File: config.mk
export PLATFORM = sky130hd
export DESIGN_NAME = led_blinker_multi
export DESIGN_NICKNAME = d
export VERILOG_FILES = /design/src/rtl/led_pkg.sv /design/src/rtl/led_channel.sv /design/src/rtl/led_blinker_multi.sv
export SDC_FILE = /design/constraint.sdc
export NUM_CORES = 1
export LEC_CHECK = 0
export BUFFER_PORTS_ARGS = -buffer_cell sky130_fd_sc_hd__buf_4
export CORE_UTILIZATION = 30
export DETAILED_ROUTE_END_ITERATION = 10
export GPL_ROUTABILITY_DRIVEN = 0
export GPL_TIMING_DRIVEN = 1
export HOLD_SLACK_MARGIN = 0.03
export MAX_ROUTING_LAYER = met4
export SLEW_MARGIN = 10
export SYNTH_ARGS = -nofsm -noshare
export SYNTH_HDL_FRONTEND = slang
export SYNTH_SLANG_ARGS = --single-unit
File: constraint.sdc
create_clock -name i_clk -period 2.95 [get_ports i_clk]
set_clock_uncertainty 0.05 [all_clocks]
set_input_delay 0.295 -clock i_clk [delete_from_list [all_inputs] [get_ports i_clk]]
set_output_delay 0.295 -clock i_clk [all_outputs]
set_load 0.005 [all_outputs]
File: src/rtl/led_pkg.sv
// Shared types and helpers for the multi-channel LED blinker.
// Mode encoding, rate index type and half-period arithmetic.
package led_pkg;

    typedef enum logic [1:0] {
        MODE_OFF    = 2'b00,
        MODE_STEADY = 2'b01,
        MODE_BLINK  = 2'b10,
        MODE_BURST  = 2'b11
    } mode_t;

    typedef logic [1:0] rate_t;

    function automatic longint unsigned half_period(
        input longint unsigned clk_hz,
        input longint unsigned rate_hz
    );
        if (rate_hz == 0) return 0;
        return clk_hz / (2 * rate_hz);
    endfunction

    function automatic bit rate_ok(
        input longint unsigned clk_hz,
        input longint unsigned rate_hz,
        input int              cnt_w
    );
        longint unsigned hp;
        if (rate_hz == 0) return 1'b0;
        hp = clk_hz / (2 * rate_hz);
        if (clk_hz % (2 * rate_hz) != 0) return 1'b0;
        if (hp < 1) return 1'b0;
        if (cnt_w >= 64) return 1'b1;
        return hp < (64'd1 << cnt_w);
    endfunction

endpackage

File: src/rtl/led_channel.sv
// One LED channel: half-period counter, phase and optional burst state.
// Burst pulse/gap logic exists only with LED_BLINKER_BURST_EN defined.
module led_channel
    import led_pkg::*;
#(
    parameter int CNT_W = 32
`ifdef LED_BLINKER_BURST_EN
    ,
    parameter int BURST_LEN = 3,
    parameter int BURST_GAP = 4
`endif
) (
    input  logic             clk,
    input  logic             rst,
    input  logic             wr,
    input  logic [1:0]       wr_mode,
    input  logic [1:0]       wr_rate,
    input  logic [CNT_W-1:0] max,
    output logic [1:0]       rate,
    output logic             on
);

    mode_t            mode;
    logic [CNT_W-1:0] cnt;
    logic             phase;
    logic             run;
    logic             tc;

    assign run = (mode == MODE_BLINK) || (mode == MODE_BURST);
    assign tc  = (cnt == max - CNT_W'(1));

`ifdef LED_BLINKER_BURST_EN
    localparam int PW = $clog2(BURST_LEN + 1);
    localparam int GW = $clog2(BURST_GAP + 1);

    logic [PW-1:0] pulses;
    logic [GW-1:0] gcnt;
    logic          gap;

    // Load on write, otherwise count half-periods and sequence burst/gap.
    always_ff @(posedge clk) begin
        if (rst) begin
            mode   <= MODE_OFF;
            rate   <= '0;
            cnt    <= '0;
            phase  <= 1'b0;
            pulses <= '0;
            gcnt   <= '0;
            gap    <= 1'b0;
        end else if (wr) begin
            mode   <= mode_t'(wr_mode);
            rate   <= wr_rate;
            cnt    <= '0;
            phase  <= 1'b0;
            pulses <= '0;
            gcnt   <= '0;
            gap    <= 1'b0;
        end else if (!run) begin
            cnt    <= '0;
            phase  <= 1'b0;
            pulses <= '0;
            gcnt   <= '0;
            gap    <= 1'b0;
        end else if (tc) begin
            cnt <= '0;
            if (gap) begin
                if (gcnt == GW'(BURST_GAP - 1)) begin
                    gap    <= 1'b0;
                    gcnt   <= '0;
                    pulses <= '0;
                end else begin
                    gcnt <= gcnt + GW'(1);
                end
            end else if (phase) begin
                phase <= 1'b0;
                if (mode == MODE_BURST) begin
                    pulses <= pulses + PW'(1);
                    if (pulses == PW'(BURST_LEN - 1)) gap <= 1'b1;
                end
            end else begin
                phase <= 1'b1;
            end
        end else begin
            cnt <= cnt + CNT_W'(1);
        end
    end

    assign on = (mode == MODE_STEADY) || (run && phase && !gap);
`else
    // Load on write, otherwise toggle phase every half-period.
    always_ff @(posedge clk) begin
        if (rst) begin
            mode  <= MODE_OFF;
            rate  <= '0;
            cnt   <= '0;
            phase <= 1'b0;
        end else if (wr) begin
            mode  <= mode_t'(wr_mode);
            rate  <= wr_rate;
            cnt   <= '0;
            phase <= 1'b0;
        end else if (!run) begin
            cnt   <= '0;
            phase <= 1'b0;
        end else if (tc) begin
            cnt   <= '0;
            phase <= !phase;
        end else begin
            cnt <= cnt + CNT_W'(1);
        end
    end

    assign on = (mode == MODE_STEADY) || (run && phase);
`endif

endmodule

File: src/rtl/led_blinker_multi.sv
// Multi-channel LED blinker: write decode, rate lookup, output register.
// Burst mode is built only when LED_BLINKER_BURST_EN is defined.
module led_blinker_multi
    import led_pkg::*;
#(
    parameter int unsigned NUM_CH    = 4,
    parameter int unsigned CLK_HZ    = 50_000_000,
    parameter int unsigned RATE0_HZ  = 1,
    parameter int unsigned RATE1_HZ  = 5,
    parameter int unsigned RATE2_HZ  = 10,
    parameter int unsigned RATE3_HZ  = 20,
    parameter int unsigned BURST_LEN = 3,
    parameter int unsigned BURST_GAP = 4,
    parameter int unsigned CNT_W     = 32
) (
    input  logic              i_clk,
    input  logic              i_rst,
    input  logic              i_enable,
    input  logic              i_cfg_wr,
    input  logic [3:0]        i_cfg_ch,
    input  logic [1:0]        i_cfg_mode,
    input  logic [1:0]        i_cfg_rate,
    output logic [NUM_CH-1:0] o_led
);

    localparam longint unsigned MAX0 = half_period(CLK_HZ, RATE0_HZ);
    localparam longint unsigned MAX1 = half_period(CLK_HZ, RATE1_HZ);
    localparam longint unsigned MAX2 = half_period(CLK_HZ, RATE2_HZ);
    localparam longint unsigned MAX3 = half_period(CLK_HZ, RATE3_HZ);

    if (NUM_CH < 1 || NUM_CH > 16) begin : g_bad_num_ch
        $error("NUM_CH must be 1..16");
    end
    if (CNT_W < 1) begin : g_bad_cnt_w
        $error("CNT_W must be at least 1");
    end
    if (!rate_ok(CLK_HZ, RATE0_HZ, CNT_W) ||
        !rate_ok(CLK_HZ, RATE1_HZ, CNT_W) ||
        !rate_ok(CLK_HZ, RATE2_HZ, CNT_W) ||
        !rate_ok(CLK_HZ, RATE3_HZ, CNT_W)) begin : g_bad_rate
        $error("each rate must give an integral half-period in range");
    end
    if (BURST_LEN < 1 || BURST_GAP < 1) begin : g_bad_burst
        $error("BURST_LEN and BURST_GAP must be at least 1");
    end

    logic [NUM_CH-1:0] on;

    for (genvar c = 0; c < NUM_CH; c++) begin : g_ch
        logic             wr;
        logic [1:0]       rate;
        logic [CNT_W-1:0] max;
        logic             on_c;

        assign wr    = i_cfg_wr && (i_cfg_ch == 4'(c));
        assign on[c] = on_c;

        // Map the channel's stored rate index to its half-period count.
        always_comb begin
            max = CNT_W'(MAX0);
            unique case (rate)
                2'd0: max = CNT_W'(MAX0);
                2'd1: max = CNT_W'(MAX1);
                2'd2: max = CNT_W'(MAX2);
                2'd3: max = CNT_W'(MAX3);
            endcase
        end

        led_channel #(
            .CNT_W(CNT_W)
`ifdef LED_BLINKER_BURST_EN
            ,
            .BURST_LEN(BURST_LEN),
            .BURST_GAP(BURST_GAP)
`endif
        ) u_ch (
            .clk    (i_clk),
            .rst    (i_rst),
            .wr     (wr),
            .wr_mode(i_cfg_mode),
            .wr_rate(i_cfg_rate),
            .max    (max),
            .rate   (rate),
            .on     (on_c)
        );
    end

    // Register the gated LED drive so pins see glitch-free levels.
    always_ff @(posedge i_clk) begin
        if (i_rst) o_led <= '0;
        else       o_led <= i_enable ? on : '0;
    end

endmodule
==> results.toml, run 1 <==
[setup_path]
r2r-end = "g_ch[2].u_ch.cnt[15]"
crit_start = "g_ch[2].u_ch.rate[0]"
critPathKind = "register to register"
cp_top_family = "compound AO/OA/AOI/OAI gates"
critical_path.max_fanout = 32
cp.depth = 9
worstPathRequired_ps = 3210
max_stage_delay_ps = 430
path_cells = "inv_1 -> ha_1 -> xor2_1 -> or3_1 -> a2111o_1 -> a2111oi_2 -> or2_1 -> buf_12 -> nor2_1"
regToRegSetupSlack_ps = 170
cp-endpoint = "g_ch[2].u_ch.cnt[15]"
worstSetupEndpointType = "register"
worst_setup_path_start_kind = "register"
timing.rr.start = "g_ch[2].u_ch.rate[0]"
worstPathArrival_ps = 3040
cpMaxStageDelayCell = "a2111oi_2"
path_buf_inv = 2
rr_worst_depth = 9

[clock_network]
cts_setup_buffers = 0
path_clk_slew_ps = 70
numCtsBuffers = 17
clock_latency_ps = 430
hold_buffers = 0
cts_tree = "yes"
postCtsResizedCells = 0
cts_root_buf = "clkbuf_16"
clock-sinks = 152
cts-htree-levels = 4
clockBufferDepth = 2

[synthesis]
ys_warn_count = 0
synth_ff_type = "dfxtp_1"
ys_ff_latch = 152
yosysTopAreaCell = "dfxtp_1"
synth_top_family_by_area = "simple AND/OR/NAND/NOR gates"
synth-xor-area-share_pct = 14.84
synthMuxAreaShare_pct = 2.277
yosys.area.top_type_share_pct = 38.20
ys_async_sr_fraction_pct = 0
syn_nets = 965
synthTopCellsByArea = "dfxtp_1 38%, xor2_1 8.0%, xnor2_1 6.8%, nor3_1 5.1%, nor2_1 5.0%"
synth.avg_cell_area_sq_um = 8.650
syn_inst = 921
ys_types = 62
synth-edff-count = 0
synth_area_sq_um = 7966
synth_compound_area_share_pct = 4.728
synthSimpleGateAreaFrac_pct = 31.43
yosysSeqAreaShare_pct = 38.20
synthAdderAreaFrac_pct = 5.026

[routing]
dr.pass1.iters = 4
drt_iter0_markers = 259
wl_met3_um = 455
drt-vias-per-instance = 4.850
drc = 0
wl_met1_um = 8121
dr.max_layer_used = "met4"
vias = 6222
ant_nets = 0
wl_met2_um = 7515
wirelength_um = 16250
post_drt_wl_per_cell_um = 12.67

[global_route]
antenna_found_initial = 1
overflow = 0
grt_pass1_wl_um = 27720
grt_max_degree = 34
grt.total_usage_pct = 13.01
grt_pass1_vias = 5690

[hold_path]
hold_path_class = "input pin to register"

[timing]
postLayoutSetupSlackWorst_ps = 173.8
rsz0062_at_grt = "false"
slew_headroom_pct = 61.25
drv_slew = 0
report.final.hold_viol_count = 0
finalSetupTns_ps = 0
tightest_slew_ps = 576.8
period_needed_ps = 2776
clock.fmax_ghz = 0.3602
setup_viol = 0
fin_crit_sh_pct = 94.11

[floorplan]
die-width_um = 165.0
start_util_pct = 30.57
io-pin-count = 16
die_height_um = 165.0
die-area_sq_um = 27210
rows = 59
coreArea_sq_um = 26060

[layout]
drive_gt1_share_pct = 9.504
layout_commonest_cell = "dfxtp_1"
nNetsFinal = 978
layout_common_cells = "152 x dfxtp_1, 106 x nor2_1, 80 x nor3_1"
finalInstanceArea_sq_um = 9116
synthToLayoutAreaGrowth_pct = 14.43
fill_cells = 2657
regArea_sq_um = 3043
multi_input_area_sq_um = 4656

[placed_design]
port_buffers = 15
dp_slack_ps = 180.9
place_area_sq_um = 8502
dpl.hpwl_um = 11300

[power]
p_leak_nw = 2.936
cellPowerDensity_nw_per_um2 = 481.2
max-vdd-ir-drop_uv = 367.7

[run]
maxCapViolCount = 0

[outcome]
outcome = "complete, no violations"
## metrics by stage
step / hold slack, ps / utilization [%] / std cells / total power [mW]
4_1_cts: 82.82 / 34.97 / 1282 / 4.449
2_1_floorplan: 376.1 / - / 921 / 2.142
6_report: 90.93 / 34.98 / 1283 / 4.387
5_1_grt: 88.56 / 34.98 / 1283 / 4.528
3_3_place_gp: 393.7 / 32.63 / 1250 / 2.169
3_5_place_dp: 401.0 / 32.63 / 1250 / 2.170
## final cells by class
class	instances	share of cell area, %
flip-flops and latches	152	33.38
repair buffers	32	3.184
clock buffers	17	4.666
well taps	335	4.598
multi-input cells	706	51.07
inverters	25	1.029
clock inverters	15	2.045
diodes	1	0.02745
## layer usage
| layer | GRT usage, % | vias up |
|---|---|---|
| met4 | 3.503 | 0 |
| met1 | 16.81 | 2911 |
| met5 | - | - |
| met3 | 3.189 | 11 |
| li1 | - | 3252 |
| met2 | 20.13 | 48 |
## cells in the mapped netlist (3+ instances only)
| cell | count |
|---|---|
| and3_1 | 23 |
| buf_2 | 3 |
| or3b_2 | 4 |
| nand3_1 | 58 |
| nor2_2 | 10 |
| clkbuf_1 | 30 |
| nor4_1 | 9 |
| buf_6 | 3 |
| inv_1 | 25 |
| o22ai_1 | 6 |
| dfxtp_1 | 152 |
| a211oi_1 | 5 |
| o21ai_0 | 6 |
| a2111o_1 | 3 |
| nor4bb_1 | 6 |
| xnor2_1 | 62 |
| ha_1 | 32 |
| nand2b_1 | 10 |
| o211ai_1 | 3 |
| and4_1 | 12 |
| nor2_1 | 107 |
| nor3_1 | 81 |
| nor3b_1 | 14 |
| nand3b_1 | 13 |
| mux2i_1 | 17 |
| or3_1 | 4 |
| xor2_1 | 73 |
| nor2b_1 | 6 |
| nand2_1 | 51 |
| and2_1 | 8 |
| a21oi_1 | 12 |
| or4_1 | 5 |
| nand4_1 | 30 |
| a31oi_1 | 4 |
## worst min-delay path, cell delays in order
cell     delay (ps)
buf_4           110
mux2i_1          60
nor2_1           70
## kinds of logic after synthesis
group                    after synthesis
adder cells (fa/ha/maj)               32
XOR/XNOR                             135
multiplexers                          18
flip-flops                           152
AND/OR/NAND/NOR                      467
buffers and inverters                 63
AO/OA/AOI/OAI                         54
## power breakdown
part,switching (mW),total [mW],internal [mW]
combinational,0.0362,0.0643,0.0281
sequential,0.00332,2.06,2.05
clock,0.977,2.26,1.29
total,1.02,4.39,3.37
## how the worst min path moves through the flow
stage                              startpoint              endpoint  slack, ps  cells after the start
after floorplan           g_ch[0].u_ch.cnt[0]   g_ch[0].u_ch.cnt[0]        380                      1
after global placement    g_ch[0].u_ch.cnt[0]   g_ch[0].u_ch.cnt[0]        390                      1
after detailed placement  g_ch[0].u_ch.cnt[0]   g_ch[0].u_ch.cnt[0]        400                      1
after CTS                       i_cfg_mode[0]  g_ch[3].u_ch.mode[0]         80                      3
after global routing            i_cfg_mode[0]  g_ch[3].u_ch.mode[0]         90                      3
final                           i_cfg_mode[0]  g_ch[3].u_ch.mode[0]         90                      3
## flip-flops by register name, indices dropped and copies added (netlist names)
signal,cells
o_led,4
g_ch.u_ch.mode,8
g_ch.u_ch.rate,8
g_ch.u_ch.phase,4
g_ch.u_ch.cnt,128
No activity file was read; power rests on OpenSTA's default activity.
==> run 2: changes to the inputs <==
--- a/config.mk
+++ b/config.mk
@@ -7,6 +7,7 @@
 export LEC_CHECK = 0
 export BUFFER_PORTS_ARGS = -buffer_cell sky130_fd_sc_hd__buf_4
 export CORE_UTILIZATION = 30
+export CTS_BUF_LIST = sky130_fd_sc_hd__clkbuf_8
 export DETAILED_ROUTE_END_ITERATION = 10
 export GPL_ROUTABILITY_DRIVEN = 0
 export GPL_TIMING_DRIVEN = 1
==> constraint.sdc (replaced) <==
create_clock -name i_clk -period 2.95 [get_ports i_clk]
set_clock_uncertainty 0.05 [all_clocks]
set_input_delay 0.295 -clock i_clk [delete_from_list [all_inputs] [get_ports i_clk]]
set_output_delay 0.295 -clock i_clk [all_outputs]
set_load 0.05 [all_outputs]
==> results.toml, run 2 (same netlist as run 1, synthesis figures left out) <==
[placed_design]
port_buffers = 15
dpl.hpwl_um = 11300
placedCellCount = 1250
dp_slack_ps = 180.9
place_area_sq_um = 8502

[timing]
clock.fmax_ghz = 0.3609
rsz0062_at_grt = "false"
drv_slew = 0
tightest_slew_ps = 580.1
finalSetupTns_ps = 0
setup_viol = 0
postLayoutSetupSlackWorst_ps = 179.0
period_needed_ps = 2771
slew_headroom_pct = 61.01
report.final.hold_viol_count = 0
fin_crit_sh_pct = 93.93

[layout]
synthToLayoutAreaGrowth_pct = 12.28
largest_reg_flops = 128
layout_common_cells = "152 x dfxtp_1, 106 x nor2_1, 80 x nor3_1"
drive_gt1_share_pct = 9.484
finalInstanceArea_sq_um = 8945
top_register = "g_ch.u_ch.cnt"
top_regs = "g_ch.u_ch.cnt (128), g_ch.u_ch.mode (8), g_ch.u_ch.rate (8)"
layout_commonest_cell = "dfxtp_1"
fin_cells = 1285
nNetsFinal = 980
fill_cells = 2672

[clock_network]
path_clk_slew_ps = 90
cts_tree = "yes"
cts_root_buf = "clkbuf_8"
cts-htree-levels = 4
clock-sinks = 152
postCtsResizedCells = 0
clockBufferDepth = 2
numCtsBuffers = 17
clock_latency_ps = 460

[floorplan]
io-pin-count = 16
coreArea_sq_um = 26060
die-area_sq_um = 27210
rows = 59
die-width_um = 165.0
die_height_um = 165.0
start_util_pct = 30.57

[setup_path]
crit_start = "g_ch[2].u_ch.rate[0]"
r2r-end = "g_ch[2].u_ch.cnt[15]"
worstPathRequired_ps = 3240
rr_worst_depth = 9
worst_setup_path_start_kind = "register"
worstPathArrival_ps = 3060
critical_path.max_fanout = 32
timing.rr.start = "g_ch[2].u_ch.rate[0]"
critPathKind = "register to register"
worstSetupEndpointType = "register"
regToRegSetupSlack_ps = 180

[global_route]
grt_pass1_vias = 5689
overflow = 0
antenna_found_initial = 1
grt.total_usage_pct = 12.91
grt_max_degree = 34
grt_pass1_wl_um = 27630

[power]
p_leak_nw = 2.857
max-vdd-ir-drop_uv = 197.8
cellPowerDensity_nw_per_um2 = 426.7

[routing]
post_drt_wl_per_cell_um = 12.54
drt-vias-per-instance = 4.812
ant_nets = 0
dr.pass1.iters = 4
drc = 0
wirelength_um = 16110
drt_iter0_markers = 257
vias = 6184

[outcome]
outcome = "complete, no violations"

[hold_path]
min_path_cells = 3
hold_path_class = "input pin to register"
min-delay-start = "i_cfg_rate[0]"
holdPathEnd = "g_ch[0].u_ch.rate[0]"

[run]
maxCapViolCount = 0
## run 2: cell types whose count changed in the layout (fill, tap and decap cells not counted), sizes merged
cell         before  now
dlygate4sd3       0    2
## run 2: final cells by class
cell class	count	area (sq um)	share of cell area, %
clock inverter	15	186.4	2.084
timing repair buffer	34	310.3	3.469
antenna	1	2.502	0.02798
sequential	152	3043	34.02
clock buffer	17	234.0	2.616
multi-input combinational	706	4656	52.05
tap	335	419.2	4.686
inverter	25	93.84	1.049
## run 2: timing repair
action | in CTS | in global routing
setup buffers | 0 | 0
hold endpoints to repair | 2 | 0
hold buffers | 2 | 0
## run 2: report_power, final
part	internal (mW)	switching, mW
Combinational	0.0299	0.0373
Clock	0.792	0.901
Sequential	2.05	0.00331
Total	2.88	0.941
## run 2: how the worst max path moves through the flow
stage | cells past startpoint | to | slack [ps]
finish | 9 | g_ch[2].u_ch.cnt[15] | 180
global route | 9 | g_ch[2].u_ch.cnt[11] | 30
CTS | 9 | g_ch[2].u_ch.cnt[15] | 170
detailed placement | 9 | g_ch[2].u_ch.cnt[13] | 180
global placement | 9 | g_ch[2].u_ch.cnt[22] | 260
floorplan | 9 | g_ch[3].u_ch.cnt[10] | 350
## run 2: metrics by stage
| step | hold WS (ps) | utilization (%) | total power, mW |
|---|---|---|---|
| 2_1_floorplan | 376.1 | - | 2.142 |
| 4_1_cts | 61.95 | 34.32 | 3.885 |
| 3_5_place_dp | 401.0 | 32.63 | 2.171 |
| 6_report | 93.60 | 34.33 | 3.816 |
| 3_3_place_gp | 393.7 | 32.63 | 2.170 |
| 5_1_grt | 84.88 | 34.33 | 3.977 |
## run 2: layer usage
layer | vias up | wire length (um) | track usage [%] | part of all wire, %
met5 | - | 0 | - | 0
met4 | 0 | 89 | 2.752 | 0.55
met3 | 11 | 493 | 3.265 | 3.1
met2 | 46 | 7486 | 20.03 | 46
met1 | 2878 | 8044 | 16.83 | 50
li1 | 3249 | - | - | -
## run 2: critical path, stage by stage (launching register included)
cell	delay (ps)
dfxtp_1	410
inv_1	120
ha_1	270
xor2_1	150
or3_1	340
a2111o_1	400
a2111oi_2	430
or2_1	200
buf_12	210
nor2_1	70
